File: config.mk
export PLATFORM = sky130hd
export DESIGN_NAME = muldiv_hilo_sequencer
export DESIGN_NICKNAME = d
export VERILOG_FILES = /design/src/rtl/muldiv_hilo_sequencer.sv
export SDC_FILE = /design/constraint.sdc
export NUM_CORES = 1
export LEC_CHECK = 0
export ABC_AREA = 0
export CAP_MARGIN = 20
export CELL_PAD_IN_SITES_DETAIL_PLACEMENT = 2
export CELL_PAD_IN_SITES_GLOBAL_PLACEMENT = 2
export CORE_MARGIN = 10
export CORE_UTILIZATION = 34
export DETAILED_ROUTE_END_ITERATION = 8
export PLACE_DENSITY = 0.86
export SLEW_MARGIN = 20
export SYNTH_ARGS = -nofsm -noshare
export SYNTH_HDL_FRONTEND = slang
export SYNTH_SLANG_ARGS = --single-unit
File: constraint.sdc
create_clock -name clk -period 7.4 [get_ports clk]
set_input_delay 1.48 -clock clk [delete_from_list [all_inputs] [get_ports clk]]
set_output_delay 1.48 -clock clk [all_outputs]
set_load 0.01 [all_outputs]
File: src/rtl/muldiv_hilo_sequencer.sv
// Iterative MULT/MULTU/DIV/DIVU sequencer that owns the HI/LO write port.
// Works on operand magnitudes, one step per enabled cycle; signs are re-applied on entry to DONE.
module muldiv_hilo_sequencer #(
    parameter int ITERATIONS = 32
) (
    input  logic        clk,
    input  logic        reset,
    input  logic        clk_enable,
    input  logic        start,
    input  logic [1:0]  op,
    input  logic [31:0] operand_a,
    input  logic [31:0] operand_b,
    input  logic        hilo_read_request,
    output logic        busy,
    output logic        stall_request,
    output logic        hilo_write_enable,
    output logic [31:0] hi_result,
    output logic [31:0] lo_result
);
    localparam int CW = $clog2(ITERATIONS);

    typedef enum logic [1:0] {IDLE, RUN, DONE} state_t;

    state_t        state_q, state_d;
    logic [CW-1:0] count_q, count_d;
    logic          is_div_q, is_div_d;
    logic          neg_main_q, neg_main_d;
    logic          neg_rem_q, neg_rem_d;
    logic [31:0]   acc_hi_q, acc_hi_d;
    logic [31:0]   acc_lo_q, acc_lo_d;
    logic [31:0]   opnd_q, opnd_d;
    logic [31:0]   hi_q, hi_d;
    logic [31:0]   lo_q, lo_d;

    logic          is_signed, a_neg, b_neg;
    logic [31:0]   a_mag, b_mag;
    logic [32:0]   mul_sum, div_shift;
    logic          div_ge;
    logic [31:0]   step_hi, step_lo, quo_fix, rem_fix;
    logic [63:0]   prod, prod_fix;

    always_comb begin
        state_d    = state_q;
        count_d    = count_q;
        is_div_d   = is_div_q;
        neg_main_d = neg_main_q;
        neg_rem_d  = neg_rem_q;
        acc_hi_d   = acc_hi_q;
        acc_lo_d   = acc_lo_q;
        opnd_d     = opnd_q;
        hi_d       = hi_q;
        lo_d       = lo_q;

        is_signed = ~op[0];
        a_neg     = is_signed & operand_a[31];
        b_neg     = is_signed & operand_b[31];
        a_mag     = a_neg ? (32'd0 - operand_a) : operand_a;
        b_mag     = b_neg ? (32'd0 - operand_b) : operand_b;

        // Multiply: {acc_hi, acc_lo} is the product/multiplier shift register.
        mul_sum   = {1'b0, acc_hi_q} + (acc_lo_q[0] ? {1'b0, opnd_q} : 33'd0);
        // Divide: acc_hi is the partial remainder, acc_lo shifts dividend out and quotient in.
        div_shift = {acc_hi_q, acc_lo_q[31]};
        div_ge    = div_shift >= {1'b0, opnd_q};

        if (is_div_q) begin
            step_hi = div_ge ? (div_shift[31:0] - opnd_q) : div_shift[31:0];
            step_lo = {acc_lo_q[30:0], div_ge};
        end else begin
            step_hi = mul_sum[32:1];
            step_lo = {mul_sum[0], acc_lo_q[31:1]};
        end

        prod     = {step_hi, step_lo};
        prod_fix = neg_main_q ? (64'd0 - prod) : prod;
        quo_fix  = neg_main_q ? (32'd0 - step_lo) : step_lo;
        // With a zero divisor the remainder path ends holding |a|, so the dividend-sign fix restores raw a.
        rem_fix  = neg_rem_q ? (32'd0 - step_hi) : step_hi;

        case (state_q)
            IDLE: begin
                if (start) begin
                    state_d    = RUN;
                    count_d    = CW'(ITERATIONS - 1);
                    is_div_d   = op[1];
                    neg_main_d = a_neg ^ b_neg;
                    neg_rem_d  = a_neg;
                    acc_hi_d   = 32'd0;
                    acc_lo_d   = op[1] ? a_mag : b_mag;
                    opnd_d     = op[1] ? b_mag : a_mag;
                end
            end
            RUN: begin
                acc_hi_d = step_hi;
                acc_lo_d = step_lo;
                count_d  = count_q - 1'b1;
                if (count_q == '0) begin
                    state_d = DONE;
                    if (is_div_q) begin
                        lo_d = (opnd_q == 32'd0) ? step_lo : quo_fix;
                        hi_d = rem_fix;
                    end else begin
                        hi_d = prod_fix[63:32];
                        lo_d = prod_fix[31:0];
                    end
                end
            end
            DONE: state_d = IDLE;
            default: state_d = IDLE;
        endcase
    end

    always_ff @(posedge clk) begin
        if (reset) begin
            state_q    <= IDLE;
            count_q    <= '0;
            is_div_q   <= 1'b0;
            neg_main_q <= 1'b0;
            neg_rem_q  <= 1'b0;
            acc_hi_q   <= 32'd0;
            acc_lo_q   <= 32'd0;
            opnd_q     <= 32'd0;
            hi_q       <= 32'd0;
            lo_q       <= 32'd0;
        end else if (clk_enable) begin
            state_q    <= state_d;
            count_q    <= count_d;
            is_div_q   <= is_div_d;
            neg_main_q <= neg_main_d;
            neg_rem_q  <= neg_rem_d;
            acc_hi_q   <= acc_hi_d;
            acc_lo_q   <= acc_lo_d;
            opnd_q     <= opnd_d;
            hi_q       <= hi_d;
            lo_q       <= lo_d;
        end
    end

    assign busy              = (state_q != IDLE);
    assign hilo_write_enable = (state_q == DONE);
    assign stall_request     = busy & (hilo_read_request | start);
    assign hi_result         = hi_q;
    assign lo_result         = lo_q;

endmodule

=== Word-level counts from Yosys, hierarchy flattened ===
Index checks and enable logic that the tools add are counted.
Widths: inputs -> output; s select.

* Bits in latches: 0
* Word-level logic and storage cells: 61
* Register bits: 170
* Input port bits: 71
* Memories: 0
* Memory bits (read-only): 0
* Output and inout port bits: 67
* RAM bits: 0

* Reductions and logical operators: 9
* Order comparisons: 1
* Divide/modulo/power cells: 0
* Equality and inequality tests: 4
* Multipliers: 0
* Muxes and demuxes: 23
* Add/sub/neg operators: 8
* Bitwise logic cells: 6
* Shift operators: 0

{| class="wikitable"
|+ Operator list
! operator !! number
|-
| $mux 32 || 15
|-
| $pmux 32 s2 || 2
|-
| $sub 1x32->32 const A || 4
|-
| $mux 64 || 1
|-
| $sub 1x64->64 const A || 1
|-
| $add 32x32->33 || 1
|-
| $ge 33x32->1 || 1
|-
| $logic_not 32->1 || 1
|-
| $sub 32x32->32 || 1
|-
| $reduce_and 3->1 || 4
|-
| $pmux 5 s2 || 1
|-
| $logic_not 5->1 || 1
|-
| $mux 5 || 1
|-
| $sub 5x1->5 const B || 1
|-
| $mux 2 || 2
|-
| $ne 2x2->1 const B || 2
|-
| $pmux 2 s2 || 1
|-
| $reduce_bool 2->1 || 2
|-
| $and 1x1->1 || 3
|-
| $eq 2x1->1 const B || 1
|-
| $eq 2x2->1 const B || 1
|-
| $logic_not 2->1 || 1
|-
| $not 1->1 || 1
|-
| $or 1x1->1 || 1
|-
| $xor 1x1->1 || 1
|}

=== Longest topological paths before layout ===
Gate-level depths: netlist (run 1).

* Word-level depth: 7
* Gate-level depth with buffers: 23
* Mapped depth without buffers: 20

=== Worst setup path after synthesis (run 1) ===
No wires, ideal clock.

* Kind: flip-flop to flip-flop
* Start point: register is_div_q
* End point: register hi_q[22], in the netlist hi_result[22]
* Path buffers: 8
* Period minus slack after synthesis: 5.263 ns
* Setup time: 0.127 ns
* Arrival time: 5.136 ns
* Required time: 7.273 ns
* Cell stages (with the launch flop): 22
* Setup slack: 2.137 ns
* Cell sequence: dfxtp_1 clkbuf_1 buf_1 clkbuf_1 buf_2 buf_2 buf_2 buf_2 buf_1 mux2i_1 ha_1 nor2b_1 o21ai_0 nor3_1 nand3_1 nor2_1 a31o_2 nand2_1 a2111oi_4 nor2_1 a2111oi_2 nor3b_1

* Longest elaborated chain between the ends: 4
* Elaborated cells between the ends (all ways): 7
* Classes of those cells: add/sub (2); mux (5)

{| class="wikitable"
|+ Ends and longest elaborated chain
! element !! line !! text
|-
| from (decl) || 26 || <nowiki>logic is_div_q, is_div_d;</nowiki>
|-
| from (signal assigned) || 128 || <nowiki>is_div_q <= is_div_d;</nowiki>
|-
| $mux 32 || 66 || <nowiki>if (is_div_q) begin</nowiki>
|-
| $sub 1x64->64 or $sub 1x32->32 (tied branches) || 75, 78 ||
|-
| $mux 64 or $mux 32 (tied branches) || 75, 78 ||
|-
| $mux 32 (*) || 99 || <nowiki>if (is_div_q) begin</nowiki>
|-
| to (signal assigned) || 134 || <nowiki>hi_q <= hi_d;</nowiki>
|-
| to (decl) || 32 || <nowiki>logic [31:0] hi_q, hi_d;</nowiki>
|}

Every way passes the cells marked *; elsewhere a longest branch is shown, timed or not.
A chain may end at the register's enable or synchronous reset.

=== Worst setup path after layout (run 1) ===
* Start point: register opnd_q[6]
* End point: register hi_q[22], in the netlist hi_result[22]

* Longest elaborated chain between the ends: 6
* Elaborated cells between the ends (all ways): 12
* Classes of those cells: add/sub (4); order compare (1); mux (7)

{| class="wikitable"
|+ Ends and longest elaborated chain
! element !! line !! text
|-
| from (decl) || 31 || <nowiki>logic [31:0] opnd_q, opnd_d;</nowiki>
|-
| from (signal assigned) || 133 || <nowiki>opnd_q <= opnd_d;</nowiki>
|-
| $mux 32 (tied with other cells) || 61 || <nowiki>mul_sum = {1'b0, acc_hi_q} + (acc_lo_q[0] ? {1'b0, opnd_q} : 33'd0);</nowiki>
|-
| $add 32x32->33 or $mux 32 (tied branches) || 61, 67 ||
|-
| $mux 32 || 66 ||
|-
| $sub 1x64->64 or $sub 1x32->32 (tied branches) || 75, 78 ||
|-
| $mux 64 or $mux 32 (tied branches) || 75, 78 ||
|-
| $mux 32 (*) || 99 ||
|}

Marked as above.

==> results of run 1 <==
-- cells in the final DEF (no fill, tap or decap), drive strengths merged, types with 45 or more instances in the layout --
master,synthesis,final
a211oi,60,60
a21oi,187,187
and2,45,45
clkdlybuf4s50,0,135
dfxtp,170,170
ha,70,70
inv,75,81
nand2,227,227
nor2,234,234
nor3,77,77
o21ai,117,117
xnor2,101,101
-- metal layers --
layer / share of wire / up-vias / routed length, um / track usage
met5: 0.00023 / - / 17 / 0
met4: 0.038 / 2 / 2800 / 0.108
met3: 0.040 / 110 / 2910 / 0.0364
met2: 0.49 / 424 / 35800 / 0.462
met1: 0.43 / 8613 / 31300 / 0.326
li1: - / 7826 / - / -
-- path summary, 6_finish.rpt --
| check | from | endpoint | depth (start not counted) |
|---|---|---|---|
| worst max register to register | opnd_q[6]$_SDFFE_PP0P_ | hi_result[22]$_SDFFE_PP0P_ | 20 |
| worst max-delay path | opnd_q[6]$_SDFFE_PP0P_ | hi_result[22]$_SDFFE_PP0P_ | 20 |
| worst min register to register | lo_result[5]$_SDFFE_PP0P_ | lo_result[5]$_SDFFE_PP0P_ | 2 |
| worst min-delay path | lo_result[5]$_SDFFE_PP0P_ | lo_result[5]$_SDFFE_PP0P_ | 2 |
-- report_power, final --
group | total [mW] | switching [mW] | leakage, nW | internal [mW]
Clock | 0.967 | 0.500 | 0.298 | 0.467
Sequential | 1.01 | 0.0555 | 1.38 | 0.959
Combinational | 1.11 | 0.744 | 4.74 | 0.369
-- cell families after synthesis --
group                      Yosys count
and+or+nand+nor                    821
AOI/OAI and AO/OA                  647
buffers and inverters              212
DFF                                170
xor gates and xnor gates           145
adders and majority gates           72
muxes                               53
-- synth_stat cells (23+ instances only) --
| cell type | count | area share |
|---|---|---|
| a211oi_1 | 58 | 0.029 |
| a21oi_1 | 186 | 0.061 |
| a221oi_1 | 24 | 0.014 |
| a22oi_1 | 33 | 0.016 |
| a31oi_1 | 35 | 0.014 |
| and2_1 | 45 | 0.018 |
| clkbuf_1 | 104 | 0.026 |
| dfxtp_1 | 170 | 0.22 |
| ha_1 | 70 | 0.057 |
| inv_1 | 75 | 0.018 |
| mux2i_1 | 40 | 0.026 |
| nand2_1 | 226 | 0.056 |
| nand2b_1 | 23 | 0.0094 |
| nand3_1 | 40 | 0.013 |
| nand4_1 | 24 | 0.0099 |
| nor2_1 | 233 | 0.057 |
| nor2b_1 | 26 | 0.011 |
| nor3_1 | 76 | 0.025 |
| nor4_1 | 27 | 0.011 |
| o211ai_1 | 40 | 0.020 |
| o21ai_0 | 115 | 0.038 |
| or3_1 | 25 | 0.010 |
| xnor2_1 | 101 | 0.058 |
| xor2_1 | 44 | 0.025 |
-- cell type report --
cell class | instances | area [um2] | area share
clock buffers | 18 | 439 | 0.0249
repair buffers | 162 | 1560 | 0.0887
flip-flops and latches | 170 | 3410 | 0.193
inverters | 76 | 285 | 0.0162
multi-input cells | 1738 | 11000 | 0.625
clock inverters | 14 | 173 | 0.00979
well taps | 592 | 741 | 0.0420
-- flip-flops by register name (all words and copies together), names as in the netlist --
name        flops
hi_result      32
is_div_q        1
state_q         2
neg_rem_q       1
opnd_q         32
lo_result      32
acc_lo_q       32
neg_main_q      1
acc_hi_q       32
count_q         5
-- worst max-delay path, cell delays in order, from the launching register on --
cell       delay [ns]
dfxtp_1          0.45
inv_1            0.08
ha_1             0.34
a21oi_1          0.26
o21ai_0          0.15
nor2b_1          0.20
nor3_4           0.34
a21o_1           0.41
a31o_2           0.39
ha_1             0.27
nor2b_1          0.14
o21ai_0          0.27
nor3_1           0.37
nand3_1          0.21
nor2_1           0.35
a31o_2           0.24
nand2_1          0.27
a2111oi_4        0.53
nor2_1           0.17
a2111oi_2        0.38
nor3b_1          0.09
==> results by group, run 1 <==
Floorplan
  – Placement row count: 77
  – Die ar.: 53,700 um2
  – Core area: about 44,000 um2
  – I/O Pins: 138
  – Die Y: 232 um
  – Starting Density: 0.344
  – Die Span X: approximately 230 um

Global routing
  – Initial antenna violation count: 1
  – Largest net degree at the start of global routing: between 100 and 150
  – First-pass GRT wire length: roughly 110 mm
  – Vias in the first global route: 18.4k
  – GRT Util Overall: 0.266
  – Total grt overflow: 0

Setup path
  – Arrival @ worst endpoint: approximately 6.4 ns
  – Kind of critical path: reg -> reg
  – R2R Setup Slk: 1.37 ns
  – Crit path max fanout: 10
  – Crit start category: register
  – CP Data Required Time: 7.76 ns
  – CP endpoint kind: register

Clock tree
  – Clk buf depth: 2
  – CTS tree: done
  – Clk slew on worst S/H paths: 0.08 ns
  – Setup Fix Bufs, Post-CTS: 0
  – # resized after CTS: 0
  – Root Buffer: clkbuf_16
  – Clock buffer count from CTS: 17
  – Post-CTS Hold Fix Bufs: 0
  – # clock sinks: 170
  – Skew-Pair Late Insertion Delay: roughly 0.48 ns
  – H-tree Lvls: 4

STA
  – Max Slew Vio Count: 0
  – Final hold vios: 0
  – Final worst setup slack: 1.37 ns
  – Setup TNS: 0 ns
  – Tcrit/Tclk final: 0.815
  – Crit path time final: 6.03 ns
  – Setup-failing EPs final: 0
  – RSZ-0062 raised after global routing: false
  – Max_slew headroom: 0.205
  – Clk_skew: about 0.017 ns
  – Fmax achieved: 166 MHz
  – Final hold slack: 0.462 ns
  – Worst Tran Pin Value: approximately 1.2 ns

Cells and area
  – Fin util: 0.399
  – Ant. Diodes: 0
  – Fillers: 5,165
  – Post-route insts no fill: 2,770
  – Final instance area: about 18,000 um2
  – Area growth syn-to-layout: 15.8%
  – Post-layout net count: 2,308
  – Share of layout cells above drive strength 1: 0.0546

Yosys
  – Mux cell area share after synthesis: 0.0359
  – Post-Syn Area per Cell: 7.19 um2
  – Synth Net Count: roughly 2.3k
  – Dominant synthesized flop cell: dfxtp_1
  – Synth Area in Simple Gates: 0.260
  – Synth Cell Area: 15,200 um2
  – Seq cells post-synth: 170
  – Post-synthesis instance total: 2,120
  – Post-Synth XOR/XNOR Area: 0.0834
  – EDFF count, synth: 0
  – Ys async rst share: 0
  – Post-synthesis compound-gate area fraction: 0.282
  – Number of unique standard cell types used by synthesis: 90
  – Sequential-to-total area share from yosys stat: 0.223
  – Post-synthesis adder-cell area fraction: 0.0601
  – Main combinational cell family by area after synthesis: compound AO/OA/AOI/OAI gates
  – Synthesis warning total: 0

Route
  – First-pass DRT Iterations: 5
  – Initial drt markers: 1,223
  – DR DRC count: 0
  – Wire length per cell: 26.3 um
  – DR vias/cell: just over 6
  – Antenna Nets Post-Route: 0
  – Via Count: around 17k
  – Routed wire length: 72.8 mm

Power and ir drop
  – Max VDD drop: 167 uV
  – Static leakage: about 6.4 nW
  – Total power: 3.09 mW
  – PwrDens: approximately 180 nW/um2

Placed design
  – I/O Buffers: 137
  – GPL Wtd Cong: 0.938
  – DP Area: 17,000 um2
  – Placed cell count: 2,738
  – Hpwl dp: 56.6 mm
  – Post-Place Worst Slack: 1.63 ns

Hold path
  – Worst Hold Class: reg -> reg

Flow run
  – Max_cap viols: 0

Run status
  – Status: completed
(Power assumes the default switching activity.)
==> inputs of run 2 (changes only) <==
==> constraint.sdc (replaced) <==
create_clock -name clk -period 6.2 [get_ports clk]
set_input_delay 1.24 -clock clk [delete_from_list [all_inputs] [get_ports clk]]
set_output_delay 1.24 -clock clk [all_outputs]
set_load 0.01 [all_outputs]
==> run 2 against run 1 <==
Power rose by 19%; count of clock-buffer cells in the layout did not move; via count rose by 0.60%; clock power rose by 16%; critical path type unchanged; fmax rose by 4.7%; worst setup slack got worse by 0.93 ns; utilization rose by 0.40 points.
==> results by group, run 2 (synthesized netlist as in run 1, its figures left out) <==
Floorplan
  – Core area: 44,200 um2 (unchanged)
  – I/O Pins: 138 (unchanged)
  – Placement row count: 77 (unchanged)
  – Die Span X: 232 um (unchanged)
  – Starting Density: 0.344 (unchanged)
  – Die ar.: 53,700 um2 (unchanged)
  – Die Y: 232 um (unchanged)

Cells and area
  – Share of layout cells above drive strength 1: 0.0664 (was 0.0546)
  – Multi-input gate area: 11,100 um2 (was 11,000 um2)
  – Final instance area: 17,800 um2 (was 17,600 um2)
  – Commonest cells after routing, fill and taps aside: nor2_1, nand2_1, a21oi_1 (unchanged)
  – Commonest non-fill, non-tap cell in the layout: nor2_1 (unchanged)
  – Post-layout net count: 2,329 (was 2,308)
  – Area growth syn-to-layout: 17.0% (was 15.8%)
  – Fillers: 5,168 (was 5,165)
  – Ant. Diodes: 0 (unchanged)
  – Reg area: 3410 um2 (unchanged)
  – Post-route insts no fill: 2,791 (was 2,770)

Setup path
  – Crit start category: register (unchanged)
  – CP endpoint kind: register (unchanged)
  – Reg2reg path depth: 20 (unchanged)
  – CP Data Required Time: 6.55 ns (was 7.76 ns)
  – Reg2reg start: opnd_q[6]$_SDFFE_PP0P_ (unchanged)
  – Crit path max fanout: 7 (was 10)
  – Reg-to-Reg End: hi_result[22]$_SDFFE_PP0P_ (unchanged)
  – Arrival @ worst endpoint: 6.11 ns (was 6.39 ns)
  – Kind of critical path: reg -> reg (unchanged)
  – R2R Setup Slk: 0.44 ns (was 1.37 ns)

STA
  – Clk_skew: 0.0221 ns (was 0.0170 ns)
  – Fmax achieved: 174 MHz (was 166 MHz)
  – Worst Tran Pin Value: 1.15 ns (was 1.19 ns)
  – RSZ-0062 raised after global routing: false (unchanged)
  – Final hold slack: 0.459 ns (was 0.462 ns)
  – Crit path time final: 5.76 ns (was 6.03 ns)
  – Max Slew Vio Count: 0 (unchanged)
  – Max_slew headroom: 0.236 (was 0.205)
  – Setup-failing EPs final: 0 (unchanged)
  – Tcrit/Tclk final: 0.929 (was 0.815)
  – Setup TNS: 0 ns (unchanged)
  – Final hold vios: 0 (unchanged)

Global routing
  – First-pass GRT wire length: 113 mm (was 112 mm)
  – GR Util met1: 0.325 (was 0.326)
  – Vias in the first global route: 18.4k (about the same)
  – Met2 global-route usage: 0.469 (was 0.462)
  – Met3 usage: 0.0285 (was 0.0364)
  – Largest net degree at the start of global routing: 124 (unchanged)
  – GRT Util Overall: 0.268 (was 0.266)
  – Initial antenna violation count: 0 (was 1)
  – Busiest grt layer: met2 (unchanged)
  – Total grt overflow: 0 (unchanged)

Hold path
  – Hold EP: lo_result[5]$_SDFFE_PP0P_ (unchanged)
  – Hold path start: lo_result[5]$_SDFFE_PP0P_ (unchanged)
  – Worst Hold Class: reg -> reg (unchanged)
  – Hold depth: 2 (unchanged)

Route
  – Routed wire length: 73.2 mm (was 72.8 mm)
  – DR DRC count: 0 (unchanged)
  – First-pass DRT Iterations: 5 (unchanged)
  – Via Count: 17.1k (was 17.0k)
  – DR vias/cell: 6.12 (was 6.13)
  – Antenna Nets Post-Route: 0 (unchanged)
  – Initial drt markers: 1,203 (was 1,223)
  – Wire length per cell: 26.2 um (was 26.3 um)

Flow run
  – Max_cap viols: 0 (unchanged)

Clock tree
  – Skew-Pair Late Insertion Delay: 0.49 ns (was 0.48 ns)
  – Clock buffer count from CTS: 17 (unchanged)
  – CTS tree: done (unchanged)
  – Clk slew on worst S/H paths: 0.09 ns (was 0.08 ns)
  – Clk buf depth: 2 (unchanged)
  – # clock sinks: 170 (unchanged)
  – Root Buffer: clkbuf_16 (unchanged)
  – H-tree Lvls: 4 (unchanged)

Power and ir drop
  – Sw power: 1.54 mW (was 1.30 mW)
  – Switching portion of total power: 0.417 (was 0.420)
  – Max VDD drop: 183 uV (was 167 uV)
  – Internal power: 2.15 mW (was 1.79 mW)
  – PwrDens: 207 nW/um2 (was 175 nW/um2)
  – Sequential power share: 0.331 (was 0.328)
  – Clock power frac: 0.305 (was 0.313)
  – Combinational share of power: 0.365 (was 0.360)
  – Static leakage: 6.53 nW (was 6.42 nW)

Placed design
  – Hpwl dp: 56.9 mm (was 56.6 mm)
  – Placed cell count: 2,758 (was 2,738)
  – I/O Buffers: 137 (unchanged)
  – GPL Wtd Cong: 0.962 (was 0.938)
  – DP Area: 17,200 um2 (was 17,000 um2)

Run status
  – Status: completed (unchanged)
==> run 2: worst max-delay path: stages (launching register included) <==
cell and delay, ns:
dfxtp_1 0.51, inv_1 0.10, ha_1 0.36, a21oi_1 0.26
o21ai_0 0.15, nor2b_1 0.21, nor3_4 0.38, a21o_1 0.29
a31o_2 0.25, ha_1 0.21, nor2b_1 0.15, o21ai_0 0.32
nor3_2 0.28, nand3_1 0.18, nor2_2 0.28, a31o_2 0.24
nand2_1 0.26, a2111oi_4 0.50, nor2_1 0.15, a2111oi_2 0.41
nor3b_1 0.11
==> run 2: worst max-delay path by stage <==
stage,start,to,cells after the start
after floorplan,is_div_q$_SDFFE_PP0P_,hi_result[22]$_SDFFE_PP0P_,21
after global placement,opnd_q[1]$_SDFFE_PP0P_,hi_result[22]$_SDFFE_PP0P_,20
after detailed placement,opnd_q[1]$_SDFFE_PP0P_,hi_result[22]$_SDFFE_PP0P_,18
after CTS,opnd_q[1]$_SDFFE_PP0P_,hi_result[22]$_SDFFE_PP0P_,20
after global routing,opnd_q[6]$_SDFFE_PP0P_,hi_result[22]$_SDFFE_PP0P_,20
final,opnd_q[6]$_SDFFE_PP0P_,hi_result[22]$_SDFFE_PP0P_,20
==> run 2: power by group through the flow <==
stage               sequential [mW]  combinational, mW  clock, mW
floorplan                      1.21              0.821          0
global placement               1.24               1.26          0
detailed placement             1.24               1.31          0
CTS                            1.22               1.32       1.13
global route                   1.23               1.44       1.17
finish                         1.22               1.35       1.12
==> run 2: stage by stage <==
stage / utilization / worst slack, ns / power (mW)
floorplan: - / 0.937 / 2.03
global placement: 0.388 / 0.649 / 2.50
detailed placement: 0.388 / 0.539 / 2.55
CTS: 0.402 / 0.364 / 3.68
global route: 0.403 / 0.0608 / 3.84
finish: 0.403 / 0.440 / 3.69
==> run 2: timing repair <==
action	4_1_cts	5_1_grt
gates resized for setup	0	3
setup buffers	0	0
hold buffers	0	0
endpoints found under the setup margin	0	1
endpoints found under the hold margin	0	0
==> run 2: routing by layer <==
metal  share of wire  up-vias  routed length [um]
li1                -     7865                   -
met1            0.42     8647               30800
met2            0.50      450               36400
met3           0.041      115                2970
met4           0.041        0                3020
met5               0        -                   0
==> run 2: area by class of cell <==
cell class | count | share of cell area
Multi-Input combinational cell | 1738 | 0.621
Sequential cell | 170 | 0.191
Timing Repair Buffer | 183 | 0.0972
Tap cell | 592 | 0.0416
Clock buffer | 18 | 0.0246
Inverter | 76 | 0.0160
Clock inverter | 14 | 0.00871
==> inputs of run 3 (changes only) <==
--- a/config.mk
+++ b/config.mk
@@ -9,6 +9,7 @@
 export CAP_MARGIN = 20
 export CELL_PAD_IN_SITES_DETAIL_PLACEMENT = 2
 export CELL_PAD_IN_SITES_GLOBAL_PLACEMENT = 2
+export CORE_ASPECT_RATIO = 1.25
 export CORE_MARGIN = 10
 export CORE_UTILIZATION = 34
 export DETAILED_ROUTE_END_ITERATION = 8
==> constraint.sdc (replaced) <==
create_clock -name clk -period 6.1 [get_ports clk]
set_input_delay 1.22 -clock clk [delete_from_list [all_inputs] [get_ports clk]]
set_output_delay 1.22 -clock clk [all_outputs]
set_load 0.01 [all_outputs]
==> run 3 against run 2 <==
Critical path type unchanged; largest power group unchanged; global-route usage up 0.35 points; clock skew decreased by 0.0079 ns; combinational power is essentially flat; non-clock buffer count decreased by 7.
==> results by group, run 3 (synthesized netlist as in run 1, its figures left out) <==
STA
  – Final hold slack: 0.459 ns (about the same)
  – Final worst setup slack: 0.288 ns (was 0.440 ns)
  – RSZ-0062 raised after global routing: false (unchanged)
  – Setup TNS: 0 ns (unchanged)
  – Final hold vios: 0 (unchanged)
  – Tcrit/Tclk final: 0.953 (was 0.929)
  – Fmax achieved: 172 MHz (was 174 MHz)
  – Max_slew headroom: 0.277 (was 0.236)
  – Setup-failing EPs final: 0 (unchanged)
  – Crit path time final: 5.81 ns (was 5.76 ns)
  – Clk_skew: 0.0141 ns (was 0.0221 ns)
  – Max Slew Vio Count: 0 (unchanged)
  – Worst Tran Pin Value: 1.08 ns (was 1.15 ns)

Route
  – First-pass DRT Iterations: 5 (unchanged)
  – DR vias/cell: 6.25 (was 6.12)
  – Initial drt markers: 1,098 (was 1,203)
  – DR DRC count: 0 (unchanged)
  – Antenna Nets Post-Route: 0 (unchanged)
  – Wire length per cell: 27.2 um (was 26.2 um)
  – Via Count: 17.3k (was 17.1k)
  – Routed wire length: 75.1 mm (was 73.2 mm)

Floorplan
  – Core area: 44,200 um2 (about the same)
  – I/O Pins: 138 (unchanged)
  – Placement row count: 86 (was 77)
  – Die Span X: 209 um (was 232 um)
  – Starting Density: 0.344 (about the same)
  – Die Y: 257 um (was 232 um)
  – Die ar.: 53,700 um2 (about the same)

Power and ir drop
  – Combinational share of power: 0.362 (was 0.365)
  – Internal power: 2.25 mW (was 2.15 mW)
  – Switching portion of total power: 0.412 (was 0.417)
  – Sequential power share: 0.325 (was 0.331)
  – Static leakage: 6.47 nW (was 6.53 nW)
  – Clock power frac: 0.313 (was 0.305)
  – PwrDens: 216 nW/um2 (was 207 nW/um2)
  – Max VDD drop: 193 uV (was 183 uV)
  – Sw power: 1.57 mW (was 1.54 mW)

Placed design
  – Placed cell count: 2,732 (was 2,758)
  – GPL Wtd Cong: 1.02 (was 0.962)
  – Hpwl dp: 58.5 mm (was 56.9 mm)
  – Post-Place Worst Slack: 0.361 ns (was 0.539 ns)
  – I/O Buffers: 137 (unchanged)
  – DP Area: 17,100 um2 (was 17,200 um2)

Cells and area
  – Commonest cells after routing, fill and taps aside: nor2_1, nand2_1, a21oi_1 (unchanged)
  – Post-route insts no fill: 2,764 (was 2,791)
  – Post-layout net count: 2,322 (was 2,329)
  – Area growth syn-to-layout: 16.2% (was 17.0%)
  – Share of layout cells above drive strength 1: 0.0612 (was 0.0664)
  – Final instance area: 17,700 um2 (was 17,800 um2)
  – Commonest non-fill, non-tap cell in the layout: nor2_1 (unchanged)

Setup path
  – Kind of critical path: reg -> reg (unchanged)
  – Reg-to-Reg End: hi_result[25]$_SDFFE_PP0P_ (was hi_result[22]$_SDFFE_PP0P_)
  – Slowest CP cell: nor4_1 (was dfxtp_1)
  – CP endpoint kind: register (unchanged)
  – CP Data Required Time: 6.45 ns (was 6.55 ns)
  – Arrival @ worst endpoint: 6.16 ns (was 6.11 ns)
  – Reg2reg path depth: 15 (was 20)
  – Most used cell, CP: nand3_1
  – Crit start category: register (unchanged)
  – R2R Setup Slk: 0.29 ns (was 0.44 ns)
  – CP peak stage delay: 0.63 ns (was 0.51 ns)
  – Reg2reg start: opnd_q[17]$_SDFFE_PP0P_ (was opnd_q[6]$_SDFFE_PP0P_)
  – Crit path max fanout: 14 (was 7)
  – Crit path cell chain: inv_1 -> ha_1 -> nand2_1 -> nor4_1 -> nand4_1 -> o21ai_0 -> a211o_1 -> nor2_2 -> a311oi_1 -> buf_4 -> nand3_1 -> o21bai_1 -> nand3_1 -> o311ai_0 -> o211ai_1 (was inv_1 -> ha_1 -> a21oi_1 -> o21ai_0 -> nor2b_1 -> nor3_4 -> a21o_1 -> a31o_2 -> ha_1 -> nor2b_1 -> o21ai_0 -> nor3_2 -> nand3_1 -> nor2_2 -> a31o_2 -> nand2_1 -> a2111oi_4 -> nor2_1 -> a2111oi_2 -> nor3b_1)

Clock tree
  – Setup Fix Bufs, Post-CTS: 0 (unchanged)
  – Clk buf depth: 2 (unchanged)
  – Clk slew on worst S/H paths: 0.07 ns (was 0.09 ns)
  – Root Buffer: clkbuf_16 (unchanged)
  – Clock buffer count from CTS: 17 (unchanged)
  – CTS tree: done (unchanged)
  – Post-CTS Hold Fix Bufs: 0 (unchanged)
  – # resized after CTS: 0 (unchanged)
  – # clock sinks: 170 (unchanged)
  – Skew-Pair Late Insertion Delay: 0.50 ns (was 0.49 ns)
  – H-tree Lvls: 4 (unchanged)

Run status
  – Status: completed (unchanged)

Global routing
  – Busiest grt layer: met2 (unchanged)
  – Largest net degree at the start of global routing: 124 (unchanged)
  – First-pass GRT wire length: 114 mm (was 113 mm)
  – GRT Util Overall: 0.271 (was 0.268)
  – Met2 global-route usage: 0.487 (was 0.469)
  – GR Util met1: 0.284 (was 0.325)
  – Vias in the first global route: 19.0k (was 18.4k)
  – Met3 usage: 0.0339 (was 0.0285)
  – Initial antenna violation count: 0 (unchanged)
  – Total grt overflow: 0 (unchanged)

Flow run
  – Max_cap viols: 0 (unchanged)

Hold path
  – Hold path start: lo_result[31]$_SDFFE_PP0P_ (was lo_result[5]$_SDFFE_PP0P_)
  – Hold depth: 2 (unchanged)
  – Worst Hold Class: reg -> reg (unchanged)
  – Hold EP: lo_result[31]$_SDFFE_PP0P_ (was lo_result[5]$_SDFFE_PP0P_)
## run 3: cell types whose count changed in the layout (fill, tap and decap cells not counted), sizes merged
cell | before | now
diode | 0 | 1
buf | 48 | 41
clkbuf | 18 | 19
clkinvlp | 0 | 2
bufinv | 0 | 2
inv | 81 | 82
clkinv | 9 | 2
## run 3: how the worst max path moves through the flow
stage	from	to	slack (ns)	cells past startpoint
after floorplan	is_div_q$_SDFFE_PP0P_	hi_result[22]$_SDFFE_PP0P_	0.84	21
after global placement	opnd_q[17]$_SDFFE_PP0P_	hi_result[22]$_SDFFE_PP0P_	0.70	18
after detailed placement	opnd_q[17]$_SDFFE_PP0P_	hi_result[22]$_SDFFE_PP0P_	0.36	18
after CTS	opnd_q[17]$_SDFFE_PP0P_	hi_result[22]$_SDFFE_PP0P_	0.33	18
after global routing	opnd_q[17]$_SDFFE_PP0P_	hi_result[25]$_SDFFE_PP0P_	0.06	15
final	opnd_q[17]$_SDFFE_PP0P_	hi_result[25]$_SDFFE_PP0P_	0.29	15
## run 3: critical path, delay by kind of cell (launching register included)
family / cells / cell delay, ns
AO/OA/AOI/OAI: 6 / 2.58
adder cells (fa/ha/maj): 1 / 0.46
buffers and inverters: 2 / 0.35
flip-flops: 1 / 0.43
AND/OR/NAND/NOR: 6 / 1.82
## run 3: power groups by stage
| stage | clock [mW] | sequential [mW] | combinational (mW) |
|---|---|---|---|
| after floorplan | 0 | 1.23 | 0.834 |
| after global placement | 0 | 1.26 | 1.29 |
| after detailed placement | 0 | 1.26 | 1.34 |
| after CTS | 1.20 | 1.24 | 1.36 |
| after global routing | 1.24 | 1.25 | 1.48 |
| final | 1.19 | 1.24 | 1.38 |
## run 3: layer usage
layer	up-vias	wire, um
met3	244	2450
met2	492	38100
met4	0	5870
met1	8695	28600
met5	-	0
li1	7852	-
## run 3: stage by stage
step	power [mW]	util
6_report	3.82	0.400
2_1_floorplan	2.06	-
3_5_place_dp	2.60	0.387
4_1_cts	3.80	0.400
5_1_grt	3.97	0.400
3_3_place_gp	2.55	0.387
## run 3: area by class of cell
type                       instances  area (um2)
multi-input combinational       1738       11000
fill                            5101       26500
antenna                            1        2.50
inverter                          76         285
clock inverter                    12         150
clock buffer                      19         443
tap                              572         716
sequential                       170        3410
timing repair buffer             176        1660
